### src/rtl/mips_pkg.sv
// Shared types and constants for the MIPS front end.
// Fetch FSM encoding and prefetch-queue entry layout live here.
package mips_pkg;

   localparam int ADDR_W = 32;
   localparam int INST_W = 32;

   localparam logic [INST_W-1:0] NOP_INST = 32'h0000_0000;

   typedef enum logic [1:0] {
      S_BOOT,
      S_RUN,
      S_FULL,
      S_REDIR
   } fetch_state_e;

   typedef struct packed {
      logic [ADDR_W-1:0] pc;
      logic [INST_W-1:0] inst;
   } fetch_entry_t;

   function automatic logic [ADDR_W-1:0] word_align(
      input logic [ADDR_W-1:0] a
   );
      return {a[ADDR_W-1:2], 2'b00};
   endfunction

endpackage

### src/rtl/fetch_queue.sv
// Prefetch FIFO of {pc, inst} entries with synchronous flush.
// Pointers wrap modulo DEPTH; count is one bit wider than the pointers.
module fetch_queue
   import mips_pkg::*;
#(
   parameter int unsigned DEPTH = 4
) (
   input  logic                     clk,
   input  logic                     rst,
   input  logic                     push_i,
   input  logic                     pop_i,
   input  logic                     flush_i,
   input  fetch_entry_t             wdata_i,
   output fetch_entry_t             rdata_o,
   output logic                     full_o,
   output logic                     empty_o,
   output logic [$clog2(DEPTH):0]   count_o
);

   localparam int PW = $clog2(DEPTH);
   localparam int CW = PW + 1;

   logic [PW-1:0] wptr_q, wptr_d;
   logic [PW-1:0] rptr_q, rptr_d;
   logic [CW-1:0] count_q, count_d;
   fetch_entry_t  mem_q [DEPTH];

   logic do_push;
   logic do_pop;

   assign full_o  = (count_q == CW'(DEPTH));
   assign empty_o = (count_q == '0);
   assign count_o = count_q;
   assign rdata_o = mem_q[rptr_q];

   // A push into a full queue is legal only when the head leaves the same cycle.
   assign do_push = push_i && (!full_o || pop_i);
   assign do_pop  = pop_i && !empty_o;

   always_comb begin
      wptr_d  = wptr_q;
      rptr_d  = rptr_q;
      count_d = count_q;
      if (flush_i) begin
         wptr_d  = '0;
         rptr_d  = '0;
         count_d = '0;
      end else begin
         if (do_push) wptr_d = wptr_q + 1'b1;
         if (do_pop)  rptr_d = rptr_q + 1'b1;
         unique case ({do_push, do_pop})
            2'b10:   count_d = count_q + 1'b1;
            2'b01:   count_d = count_q - 1'b1;
            default: count_d = count_q;
         endcase
      end
   end

   always_ff @(posedge clk or posedge rst) begin
      if (rst) begin
         wptr_q  <= '0;
         rptr_q  <= '0;
         count_q <= '0;
      end else begin
         wptr_q  <= wptr_d;
         rptr_q  <= rptr_d;
         count_q <= count_d;
      end
   end

   always_ff @(posedge clk) begin
      if (do_push && !flush_i) mem_q[wptr_q] <= wdata_i;
   end

endmodule

### src/rtl/fetch_unit.sv
// MIPS instruction fetch: fetch PC, imem req/ack, prefetch queue, redirect.
// Define FETCH_ALIGN_CHK_EN to trap misaligned redirect targets.
module fetch_unit
   import mips_pkg::*;
#(
   parameter int unsigned       DEPTH    = 4,
   parameter logic [ADDR_W-1:0] RESET_PC = 32'h0000_0000
) (
   input  logic              clk,
   input  logic              rst,
   output logic              imem_req,
   output logic [ADDR_W-1:0] imem_addr,
   input  logic              imem_ack,
   input  logic [INST_W-1:0] imem_rdata,
   input  logic              redirect_valid,
   input  logic [ADDR_W-1:0] redirect_pc,
   output logic              inst_valid,
   input  logic              inst_ready,
   output logic [INST_W-1:0] inst_data,
   output logic [ADDR_W-1:0] inst_pc,
   output logic [ADDR_W-1:0] inst_pc_plus4,
   output logic              fetch_misalign
);

   localparam int CW = $clog2(DEPTH) + 1;

   fetch_state_e      state_q, state_d;
   logic [ADDR_W-1:0] fetch_pc_q, fetch_pc_d;
   logic              misalign_hold;

   logic              push, pop;
   logic              q_full, q_empty;
   logic [CW-1:0]     q_count;
   fetch_entry_t      q_head;
   fetch_entry_t      q_wdata;

   assign q_wdata = '{pc: fetch_pc_q, inst: imem_rdata};

   fetch_queue #(.DEPTH(DEPTH)) u_queue (
      .clk     (clk),
      .rst     (rst),
      .push_i  (push),
      .pop_i   (pop),
      .flush_i (redirect_valid),
      .wdata_i (q_wdata),
      .rdata_o (q_head),
      .full_o  (q_full),
      .empty_o (q_empty),
      .count_o (q_count)
   );

   // Redirect wins: an ack or dequeue in the redirect cycle is dropped.
   assign push = imem_req && imem_ack && !redirect_valid;
   assign pop  = inst_valid && inst_ready && !redirect_valid;

   always_comb begin
      state_d  = state_q;
      imem_req = 1'b0;
      unique case (state_q)
         S_BOOT:  state_d = S_RUN;
         S_RUN: begin
            imem_req = !q_full;
            if (push && !pop && q_count == CW'(DEPTH - 1))
               state_d = S_FULL;
         end
         S_FULL:  if (pop) state_d = S_RUN;
         S_REDIR: state_d = misalign_hold ? S_REDIR : S_RUN;
         default: state_d = S_BOOT;
      endcase
      if (redirect_valid) state_d = S_REDIR;
   end

   always_comb begin
      fetch_pc_d = fetch_pc_q;
      if (redirect_valid)
         fetch_pc_d = word_align(redirect_pc);
      else if (push)
         fetch_pc_d = fetch_pc_q + 32'd4;
   end

   always_ff @(posedge clk or posedge rst) begin
      if (rst) begin
         state_q    <= S_BOOT;
         fetch_pc_q <= RESET_PC;
      end else begin
         state_q    <= state_d;
         fetch_pc_q <= fetch_pc_d;
      end
   end

`ifdef FETCH_ALIGN_CHK_EN
   logic misalign_q, misalign_d;

   always_comb begin
      misalign_d = misalign_q;
      if (redirect_valid) misalign_d = |redirect_pc[1:0];
   end

   always_ff @(posedge clk or posedge rst) begin
      if (rst) misalign_q <= 1'b0;
      else     misalign_q <= misalign_d;
   end

   assign misalign_hold  = misalign_q;
   assign fetch_misalign = misalign_q;
`else
   assign misalign_hold  = 1'b0;
   assign fetch_misalign = 1'b0;
`endif

   assign imem_addr     = fetch_pc_q;
   assign inst_valid    = !q_empty;
   assign inst_data     = q_empty ? NOP_INST : q_head.inst;
   assign inst_pc       = q_empty ? '0 : q_head.pc;
   assign inst_pc_plus4 = q_empty ? '0 : q_head.pc + 32'd4;

endmodule

### config.mk
export PLATFORM = sky130hd
export DESIGN_NAME = fetch_unit
export DESIGN_NICKNAME = d
export VERILOG_FILES = /design/src/rtl/mips_pkg.sv /design/src/rtl/fetch_queue.sv /design/src/rtl/fetch_unit.sv
export SDC_FILE = /design/constraint.sdc
export NUM_CORES = 1
export LEC_CHECK = 0
export BUFFER_PORTS_ARGS = -buffer_cell sky130_fd_sc_hd__buf_4
export CAP_MARGIN = 20
export CORE_MARGIN = 3
export CORE_UTILIZATION = 56
export DETAILED_ROUTE_END_ITERATION = 16
export PLACE_DENSITY = 0.87
export SLEW_MARGIN = 30
export SYNTH_ARGS = -nofsm -noshare
export SYNTH_HDL_FRONTEND = slang
export SYNTH_HIERARCHICAL = 1
export SYNTH_SLANG_ARGS = --single-unit
export TNS_END_PERCENT = 100
### constraint.sdc
create_clock -name clk -period 8.3 [get_ports clk]
set_input_delay 1.66 -clock clk [delete_from_list [all_inputs] [get_ports clk]]
set_output_delay 1.66 -clock clk [all_outputs]
set_load 0.005 [all_outputs]
== Word-level counts from Yosys, hierarchy flattened ==
Memories as Yosys holds them, arrays and structs flattened.
Cells that the tools add are included.
Operators by class
  reduce and logical (&&, ||, !) cells: 22
  equal/unequal tests: 9
  multiplexer cells: 18
  add/subtract/negate cells: 6
Operator list (count)
  32-bit 2-to-1 mux: 5
  32-bit by 3-bit adder with 32-bit output, second input constant: 2
  2-bit 2-to-1 mux: 7
  1-bit logical AND: 9
  2-bit == test, second input constant: 3
  3-bit != test, second input constant: 2
  2-bit one-hot mux with 3 select lines: 1
  3-bit one-hot mux with 2 select lines: 1
  2-bit nonzero test: 3
  2-bit by 1-bit adder with 2-bit output, second input constant: 2
  2-bit by 1-bit == test with 1-bit output, second input constant: 2
  1-bit logical NOT: 4
  3-bit by 1-bit adder with 3-bit output, second input constant: 1
  3-bit by 2-bit == test with 1-bit output, second input constant: 1
  3-bit == test, second input constant: 1
  3-bit logical NOT: 1
  1-bit 2-to-1 mux: 3
  3-bit 2-to-1 mux: 1
  3-bit nonzero test: 1
  3-bit by 1-bit subtractor with 3-bit output, second input constant: 1
  2-bit logical NOT: 1
  2-bit AND reduction: 1
  2-bit OR reduction: 1
  1-bit logical OR: 1
Word-level totals
  input port bits: 69
  output and inout port bits: 131
  word-level logic and storage cells: 61
  memories kept: 1
  memory bits (writable): 256
  register bits: 41
Memories
  u_queue.mem_q: depth 4, width 64, rd ports 1, clocked after Yosys merged registers in 0, write ports 1, RTL line fetch_queue.sv:26  | fetch_entry_t mem_q [DEPTH];

== Logic depth before layout (Yosys ltp) ==
Gate-level depths: netlist (run 1).
  depth in word-level cells: 10
  gate-level depth with buffers: 12
  depth with buffers taken out: 10

== By module ==
Netlist (run 1), hierarchy kept.
By module, submodules not included
  fetch_queue: instances 1, seq. area each 7862.5 um^2, cells each 397, area each 9765.6 um^2
  fetch_unit: instances 1, seq. area each 800.8 um^2, cells each 417, area each 3060.4 um^2

== Worst setup path before layout (run 1) ==
Ideal clock, no wire load.
  path kind: input to register
  from: input port redirect_valid
  to: memory u_queue/mem_q[0][0] (netlist name) (enable)
  buffers on the path: 3
  setup slack: 306 ps
  arrival time: 7416 ps
  stages: 6
  data required time: 7722 ps
  setup time: 578 ps
  cells stage by stage: clkbuf_1 clkbuf_1 nor2_1 clkbuf_1 o21ai_0 nor3b_1
On the way
  word-level cells in the longest chain between the ends: 7
  elaborated cells between the ends (all ways): 8
  classes of those cells: 2 x mux; 6 x reduce/logical
Ends and longest elaborated chain
  start, declared: RTL line fetch_unit.sv:15  | input logic redirect_valid,
  1-bit logical NOT: RTL line fetch_unit.sv:54  | assign pop = inst_valid && inst_ready && !redirect_valid;
  1-bit logical AND: RTL line fetch_unit.sv:54
  net pop: RTL line fetch_unit.sv:31  | logic push, pop;
  1-bit logical OR: RTL line fetch_queue.sv:37  | assign do_push = push_i && (!full_o || pop_i);
  1-bit logical AND: RTL line fetch_queue.sv:37
  1-bit logical AND: RTL line fetch_queue.sv:72  | if (do_push && !flush_i) mem_q[wptr_q] <= wdata_i;
  1-bit 2-to-1 mux: RTL line fetch_queue.sv:72
  1-bit 2-to-1 mux (not written as such): RTL line fetch_queue.sv:72
  end, declared: RTL line fetch_queue.sv:26
The timed path passes the listed nets, and every way through them passes these cells.

==> out/qor.csv, run 1 <==
metric,value,unit
status,"complete, no violations",
antenna violations before repair,0,
final worst path period share,70.5,%
Initial Utilization,57.9,%
LEAKAGE,0.00541,uW
Worst Tran Pin Value,0.970,ns
top cell type's share of synthesized area,59.9,%
setup repair bufs after CTS,0,
H-tree levels,1,
CP required,6.64,ns
area of the core,22200,um2
max-cap viol count,0,
DP Area,14500,um2
#FFs+latches synth,295,
post-synth top area cell,edfxtp_1,
CP arrival,4.19,ns
Die Span Y,157,um
FP Rows,54,
Syn Area/Cell,15.8,um2
Longest Clk Path Bufs,3,
CTS Buf Count,29,
Min-Delay Path Class,reg2reg,
Area Overhead vs Synth,20.8,%
Synth Cell Area,12800,um2
Port Buffers,194,
"Slowest-stage cell, CP",dfrtp_2,
"top cells by area, synth","edfxtp_1 60%, mux4_2 11%, dfrtp_1 7.6%, nor2b_1 2.9%, nor2_1 1.6%",
"antenna viol nets, final",0,
setup total negative slack,0,ns
placed instance count,1255,
die width,157,um
crit end category,output pin,
largest net degree at the start of global routing,96,
CTS tree,done,
post-cts sizing count,0,
global-route wire length before repair,42.0,mm
Non-Filler Instances,1309,
cell family contributing the most delay on the critical path,simple AND/OR/NAND/NOR gates,
most common cell in the netlist,edfxtp_1,
"Min Clock Period, post-route",5.85,ns
Netlist cell types,55,
Nets,1082,
Routability Congestion,0.780,
vias in the first global route,7787,
sequential-to-total area share from yosys stat,67.5,%
Pre-Repair DR Iteration Count,6,
full die area,24800,um2
crit-path max cell delay,0.88,ns
CP cell instances,buf_4 > mux4_2 > ha_1 > inv_1 > or4_4 > nor4_1 > mux2_2 > buf_4,
RSZ-0062 raised after global routing,false,
Pwr per Cell Area,202,nW/um2
cell area after layout,15500,um2
wire per inst,20.6,um
Setup CP Type,reg2out,
"Worst Setup Slack, final",2.45,ns
Slew Limit Fails,0,
fmax,0.171,GHz
Buf/Inv on CP,3,
gr usage total,21.9,%
Routed Wire Length,27.0,mm
DR vias,7789,
final setup fails,0,
number of diodes,0,
clock latency on the worst-skew pair,0.53,ns
Post-Syn Instances,814,
startpoint types,flip-flop,
"Clk pin slew, worst setup/hold paths",0.06,ns
dpl ws,2.92,ns
most used cell along the critical path,buf_4,
Synth top cells by count,"256 x edfxtp_1, 64 x mux4_2, 60 x nor2b_1, 53 x nor2_1, 39 x dfrtp_1",
CP max FO,35,
residual DRC count,0,
Slew HR,35.3,%
CTS Hold Buffers Added,0,
count of flip-flops with a built-in enable after synthesis,256,
HPWL after DPL,17.1,mm
Synth warnings,6,
clock sink count,295,
Setup Skew,0.0128,ns
layout cells sized above 1,32.9,%
detailed router's first-iteration violation count,521,
IO Count,200,
final hold viol count,0,
overall power,3140,uW
Root Driver,clkbuf_16,
Vias/cell,5.95,
post-synthesis async set-or-reset flop share,13.2,%
Peak VDD IR,0.166,mV
total gr overflow,0,
Synth Flop Type,edfxtp_1,
## power breakdown
part | total [uW] | internal (uW) | switching (uW)
sequential | 1690 | 1640 | 42.2
combinational | 133 | 68.0 | 64.7
clock | 1320 | 786 | 531
total | 3140 | 2500 | 638
## cell type report
cell class,count,area (um2)
multi-input combinational,457,3880
clock buffer,40,860
timing repair buffer,202,1530
inverter,21,78.8
clock inverter,14,130
fill,1433,6670
sequential,295,8670
tap,280,350
## through the flow
stage,hold WS (ns),util [%]
after global placement,0.585,65.4
after global routing,0.642,69.9
final,0.595,69.9
after CTS,0.610,69.9
after detailed placement,0.592,65.4
after floorplan,0.531,-
## cell usage in the layout (no fill, tap or decap), types with 11 or more instances in the layout
master       n
dfrtp_1     37
nand4_1     14
mux4_2      64
clkbuf_16   31
buf_4      199
edfxtp_1   256
conb_1      11
nor2b_1     60
nor3_1      11
nand3_1     23
a31oi_1     17
or3_1       19
inv_1       20
nand2_1     34
nor2_1      53
o21ai_0     31
xor2_1      12
## registers in the layout (all words and copies together) (netlist names)
register,cells
u_queue/mem_q,256
imem_addr,30
u_queue/count_o,3
state_q,2
u_queue/rptr_q,2
u_queue/wptr_q,2
## per-layer routing
layer	vias up	track usage, %	routed length, um
li1	3530	-	-
met1	3881	30.7	11200
met2	329	36.6	13400
met3	49	3.46	1950
met4	0	5.54	560
met5	-	0	0
## final timing paths
check	startpoint	endpoint	slack, ns	cells after the start
worst max-delay path	u_queue/rptr_q[1]	inst_pc_plus4[26]	2.45	8
worst min-delay path	imem_addr[31]	u_queue/mem_q[0][63]	0.60	0
worst max register to register	u_queue/count_o[0]	u_queue/mem_q[1][20]	4.68	8
worst min register to register	imem_addr[31]	u_queue/mem_q[0][63]	0.60	0
max in group asynchronous	rst	imem_addr[7]	6.76	3
min in group asynchronous	rst	u_queue/wptr_q[0]	1.09	2
## cells by family (layout without fill, tap and decap cells)
family / Yosys count / in the layout / synth area share, %
XOR/XNOR: 22 / 22 / 1.50
AO/OA/AOI/OAI: 78 / 78 / 3.69
AND/OR/NAND/NOR: 262 / 262 / 11.4
buffers and inverters: 72 / 277 / 2.69
flip-flops: 295 / 295 / 67.5
multiplexers: 77 / 77 / 12.4
adder cells (fa/ha/maj): 7 / 7 / 0.741
other: 1 / 11 / 0.0292
(Power assumes the default switching activity.)
==> inputs of run 2 (changes only) <==
- clock period: 8.3 -> 5.6 ns (I/O delays scaled with it)
==> out/qor.csv, run 2 (same netlist as run 1, synthesis figures left out) <==
metric,value,unit,change
Peak VDD IR,0.191,mV,+15%
DR vias,7726,,-0.81%
DP Area,14500,um2,+0.16%
setup total negative slack,0,ns,unchanged
FP Rows,54,,unchanged
Buf/Inv on CP,2,,-1
sw power,924,uW,+45%
Largest Register,u_queue/mem_q,,
sequential share of power,54.7,%,+0.9 points
Routed Wire Length,27.6,mm,+2.0%
area of the core,22200,um2,unchanged
largest net degree at the start of global routing,96,,unchanged
Pwr per Cell Area,296,nW/um2,+46%
Root Driver,clkbuf_16,,
combinational power share,4.3,%,about the same
"Min Clock Period, post-route",4.73,ns,
die width,157,um,unchanged
layout cells sized above 1,32.8,%,-0.16 points
final hold viol count,0,,unchanged
detailed router's first-iteration violation count,501,,-3.8%
setup repair bufs after CTS,0,,unchanged
wire per inst,21.0,um,+1.8%
post-cts sizing count,0,,unchanged
fmax,0.211,GHz,
Vias/cell,5.89,,-0.96%
full die area,24800,um2,unchanged
max-cap viol count,0,,unchanged
CP cell instances,mux4_2 > ha_1 > inv_1 > or4_4 > nor4_1 > mux2_2 > buf_4,,
"Slowest-stage cell, CP",dfrtp_4,,
Area Overhead vs Synth,20.4,%,
"most common cell after layout, fill and taps aside",edfxtp_1,,
RSZ-0062 raised after global routing,false,,
Die Span Y,157,um,unchanged
Setup CP Type,reg2out,,
Min-Delay Path Class,in2async,,
gr usage total,22.3,%,+0.45 points
Routability Congestion,0.790,,+1.3%
most frequent cells in the layout,"256 x edfxtp_1, 204 x buf_4, 64 x mux4_2",,
R2R cell count,7,,-1
status,"complete, no violations",,
Slew Limit Fails,0,,unchanged
Pre-Repair DR Iteration Count,5,,-1
Port Buffers,194,,unchanged
cell family contributing the most delay on the critical path,simple AND/OR/NAND/NOR gates,,
clock latency on the worst-skew pair,0.53,ns,about the same
H-tree levels,1,,unchanged
CP required,4.48,ns,-2.16 ns
Nets,1085,,+0.28%
crit-path max cell delay,0.85,ns,-0.03 ns
HPWL after DPL,17.4,mm,+1.6%
P_int,3650,uW,+46%
LEAKAGE,0.00541,uW,about the same
Initial Utilization,57.9,%,unchanged
CTS tree,done,,
CTS Hold Buffers Added,0,,unchanged
CP max FO,34,,-2.9%
CTS Buf Count,29,,unchanged
Crit path depth,7,,-1
final setup fails,0,,unchanged
flip-flop count of the largest register after layout,256,,unchanged
Sw Ratio,20.2,%,-0.16 points
crit end category,output pin,,
cell area after layout,15400,um2,-0.30%
startpoint types,flip-flop,,
Worst Tran Pin Value,0.960,ns,-0.0103 ns
antenna violations before repair,0,,unchanged
"Clk pin slew, worst setup/hold paths",0.06,ns,about the same
IO Count,200,,unchanged
number of diodes,0,,unchanged
Slew HR,36.0,%,+0.69 points
final worst path period share,84.5,%,
"antenna viol nets, final",0,,unchanged
residual DRC count,0,,unchanged
CP arrival,3.61,ns,-0.58 ns
global-route wire length before repair,43.2,mm,+2.8%
Setup Skew,0.00976,ns,-0.00302 ns
Clock power frac,41.0,%,-1.0 points
clock sink count,295,,unchanged
total gr overflow,0,,unchanged
fillers,1450,,+1.2%
Longest Clk Path Bufs,3,,unchanged
vias in the first global route,7841,,+0.69%
run 2: cell types whose count changed in the layout (fill, tap and decap cells not counted), moves of 2 or more:
cell        before  now
clkbuf_1         4    8
clkinvlp_4       4    0
buf_4          199  204
clkinv_2         2    7
clkbuf_16       31   29
buf_6            3    1
clkbuf_8         5    2
run 2: power by group through the flow:
stage                     Clock, uW  Combinational [uW]  Sequential, uW
after global placement            0                 192            2540
after CTS                      1910                 199            2500
after detailed placement          0                 199            2550
after floorplan                   0                91.4            2520
after global routing           2000                 220            2510
final                          1880                 198            2500
run 2: routing by layer:
metal  share of wire (%)  GRT usage [%]  vias up
met2                  49           37.5      304
met3                 6.4           2.83       34
met4                 1.7           5.21        0
met1                  42           31.8     3851
met5                   0              0        -
li1                    -              -     3537
run 2: stage by stage:
step,hold slack (ns),setup slack (ns),util (%),std cells,total power [uW]
2_1_floorplan,0.531,-1.85,-,824,2610
3_3_place_gp,0.577,1.41,65.5,1258,2730
3_5_place_dp,0.602,1.40,65.5,1258,2740
4_1_cts,0.539,0.794,69.7,1311,4610
5_1_grt,0.557,0.635,69.7,1311,4730
6_report,0.546,0.869,69.7,1311,4580
run 2: worst paths after layout:
check	start	endpoint	slack, ns
worst max-delay path	u_queue/rptr_q[0]	inst_pc_plus4[26]	0.87
worst min-delay path	rst	u_queue/wptr_q[0]	0.55
worst max register to register	u_queue/count_o[0]	u_queue/mem_q[1][11]	2.02
worst min register to register	u_queue/wptr_q[1]	u_queue/wptr_q[1]	0.60
max in group asynchronous	rst	imem_addr[2]	4.59
min in group clk	u_queue/wptr_q[1]	u_queue/wptr_q[1]	0.60
run 2: cell type report:
cell class | count | area, um2 | area share (%)
clock buffer | 39 | 783 | 5.07
clock inverter | 14 | 145 | 0.939
inverter | 21 | 78.8 | 0.510
multi-input combinational | 457 | 3880 | 25.1
sequential | 295 | 8670 | 56.1
tap | 280 | 350 | 2.27
timing repair buffer | 205 | 1540 | 9.99
run 2: worst reg2reg max path, stage by stage (launching register included):
cell       delay [ns]
dfrtp_1          0.58
or3b_1           0.21
inv_1            0.06
nand4bb_1        0.35
nor2_1           0.52
o21ai_0          0.41
nor3b_2          0.26
buf_4            0.75
==> inputs of run 3 (changes only) <==
- ABC_AREA: not set -> 1
- CORE_UTILIZATION: 56 -> 52
- PLACE_DENSITY: 0.87 -> 0.84
- clock period: 5.6 -> 4.3 ns (I/O delays scaled with it)
==> out/qor.csv, run 3 <==
metric,value,unit,change
final setup fails,0,,unchanged
combinational power share,28.4,%,+24 points
startpoint types,flip-flop,,
Non-Filler Instances,1975,,+51%
Routability Congestion,0.939,,+19%
setup total negative slack,0,ns,unchanged
Longest Clk Path Bufs,3,,unchanged
Setup CP Type,reg2out,,
Die Span Y,169,um,+7.6%
Initial Utilization,53.0,%,-4.8 points
sequential share of power,40.8,%,-14 points
Largest Register,u_queue/mem_q,,
Slew HR,41.2,%,+5.2 points
status,"complete, no violations",,
dpl ws,0.441,ns,-0.958 ns
"Slowest-stage cell, CP",dfrtp_2,,
CP arrival,3.24,ns,-0.37 ns
Synth Flop Type,edfxtp_1,,
clock sink count,295,,unchanged
top cell type's share of synthesized area,55.5,%,-4.5 points
most frequent cells in the layout,"295 x nor2_1, 256 x edfxtp_1, 246 x nand2_1",,
die width,169,um,+7.6%
clock latency on the worst-skew pair,0.56,ns,+0.03 ns
CP max FO,17,,-50%
post-synthesis async set-or-reset flop share,13.2,%,unchanged
crit end category,output pin,,
setup repair bufs after CTS,0,,unchanged
post-synth top area cell,edfxtp_1,,
most common cell in the netlist,nor2_1,,
Nets,1693,,+56%
Worst Tran Pin Value,0.882,ns,-0.0780 ns
crit-path max cell delay,0.51,ns,-0.34 ns
P_int,5680,uW,+56%
HPWL after DPL,23.2,mm,+33%
gr usage total,24.2,%,+1.9 points
Area Overhead vs Synth,20.3,%,about the same
flip-flop count of the largest register after layout,256,,unchanged
global-route wire length before repair,55.1,mm,+28%
placed instance count,1921,,+53%
Setup Skew,0.0163,ns,+0.00651 ns
total gr overflow,0,,unchanged
DR vias,11000,,+42%
Peak VDD IR,0.429,mV,+120%
"Worst Setup Slack, final",0.203,ns,-0.665 ns
CP cell instances,clkinv_2 > buf_4 > o21ai_1 > o22ai_1 > nand2_1 > nor2_2 > nand2_1 > nor2_1 > nand2_1 > nand2_1 > nand2_1 > nor2_1 > buf_4,,
Root Driver,clkbuf_16,,
Sw Ratio,31.1,%,+11 points
number of diodes,0,,unchanged
Pwr per Cell Area,495,nW/um2,+67%
Synth warnings,6,,unchanged
#FFs+latches synth,295,,unchanged
post-layout util,63.8,%,-5.9 points
Synth top cells by count,"299 x nor2_1, 256 x edfxtp_1, 246 x nand2_1, 134 x inv_1, 94 x o21ai_0",,
max-cap viol count,0,,unchanged
Vias/cell,5.57,,-5.6%
Slew Limit Fails,0,,unchanged
final hold viol count,0,,unchanged
detailed router's first-iteration violation count,1095,,+120%
sw power,2570,uW,+180%
"Clk pin slew, worst setup/hold paths",0.06,ns,about the same
Clock power frac,30.8,%,-10 points
antenna violations before repair,0,,unchanged
CTS Buf Count,29,,unchanged
LEAKAGE,0.00670,uW,+24%
"antenna viol nets, final",0,,unchanged
largest net degree at the start of global routing,81,,-16%
residual DRC count,0,,unchanged
DP Area,15600,um2,+7.6%
Pre-Repair DR Iteration Count,6,,+1
count of flip-flops with a built-in enable after synthesis,256,,unchanged
most used cell along the critical path,nand2_1,,
RSZ-0062 raised after global routing,false,,
Routed Wire Length,35.4,mm,+28%
H-tree levels,1,,unchanged
IO Count,200,,unchanged
fillers,1997,,+38%
final worst path period share,95.3,%,
Min-Delay Path Class,in2async,,
Syn Area/Cell,9.75,um2,-38%
wire per inst,17.9,um,-15%
CP required,3.44,ns,-1.04 ns
CTS tree,done,,
Buf/Inv on CP,3,,+1
FP Rows,59,,+9.3%
Post-Syn Instances,1422,,+75%
cell area after layout,16700,um2,+7.9%
sequential-to-total area share from yosys stat,62.5,%,-5.0 points
"top cells by area, synth","edfxtp_1 55%, nor2_1 8.1%, dfrtp_1 7.0%, nand2_1 6.7%, inv_1 3.6%",,
fmax,0.244,GHz,
Synth Cell Area,13900,um2,+8.0%
area of the core,26100,um2,+18%
layout cells sized above 1,19.7,%,-13 points
"most common cell after layout, fill and taps aside",nor2_1,,
vias in the first global route,10700,,+37%
full die area,28600,um2,+16%
Port Buffers,194,,unchanged
"Min Clock Period, post-route",4.10,ns,
Netlist cell types,39,,-29%
cell family contributing the most delay on the critical path,simple AND/OR/NAND/NOR gates,,
[run 3: cell count changes after synthesis, moves of 45 or more]
cell,change
inv_1,+114
mux4_2,-64
nand2_1,+212
nand3_1,+45
nor2_1,+246
nor2b_1,-60
o21ai_0,+63
o21ai_1,+61
o22ai_1,+64
[run 3: cell families (layout without fill, tap and decap cells)]
logic type,count (synthesis),after routing,synth area share (%)
xor+xnor,7,7,0.442
buf+inv,205,413,6.74
compound gates,246,246,9.74
other cells,1,11,0.0271
flops,295,295,62.5
fa+ha+maj,7,7,0.686
simple gates,661,661,19.9
[run 3: routing by layer]
metal / global-route usage [%] / wire length, um / vias to the layer above
met3: 4.64 / 3210 / 87
li1: - / - / 5169
met5: 0 / 0 / -
met2: 40.9 / 17400 / 567
met1: 31.4 / 13800 / 5168
met4: 9.32 / 1010 / 0
[run 3: metrics by stage]
step	total power, uW	hold slack, ns
after floorplan	4570	0.514
final	8250	0.278
after detailed placement	5720	0.566
after global routing	8630	0.280
after CTS	8250	0.274
after global placement	5670	0.534
[run 3: worst register-to-register path, delay by kind of cell, from the launching register on]
kind / cells / cell delay, ns
simple gates: 6 / 1.76
buf+inv: 4 / 0.59
flops: 1 / 0.41
[run 3: power by group through the flow]
stage / combinational (uW) / sequential [uW] / clock (uW)
floorplan: 1190 / 3370 / 0
global placement: 2250 / 3410 / 0
detailed placement: 2300 / 3420 / 0
CTS: 2320 / 3360 / 2570
global route: 2550 / 3380 / 2690
finish: 2340 / 3370 / 2540
[run 3: final cells by class]
cell class,count,area (um2),area share [%]
Sequential cell,295,8670,52.0
Multi-Input combinational cell,932,4400,26.4
Timing Repair Buffer,219,1690,10.2
Clock buffer,32,737,4.42
Inverter,140,534,3.20
Tap cell,335,419,2.51
Clock inverter,22,228,1.37
[run 3: worst paths after layout]
path	endpoint	cells after the start	slack (ns)	start
setup / recovery	inst_pc_plus4[23]	13	0.20	u_queue/rptr_q[1]
hold / removal	u_queue/count_o[1]	2	0.28	rst
setup reg to reg	u_queue/mem_q[3][8]	10	1.20	u_queue/count_o[2]
hold reg to reg	u_queue/wptr_q[1]	2	0.57	u_queue/wptr_q[1]
max in group asynchronous	imem_addr[25]	3	3.56	rst
min in group clk	u_queue/mem_q[1][3]	1	0.51	imem_rdata[3]
[run 3: timing repair]
action / in CTS / in global routing
setup endpoints to repair: 5 / 21
gates resized for setup: 2 / 16
hold buffers: 0 / 0
hold endpoints to repair: 0 / 0
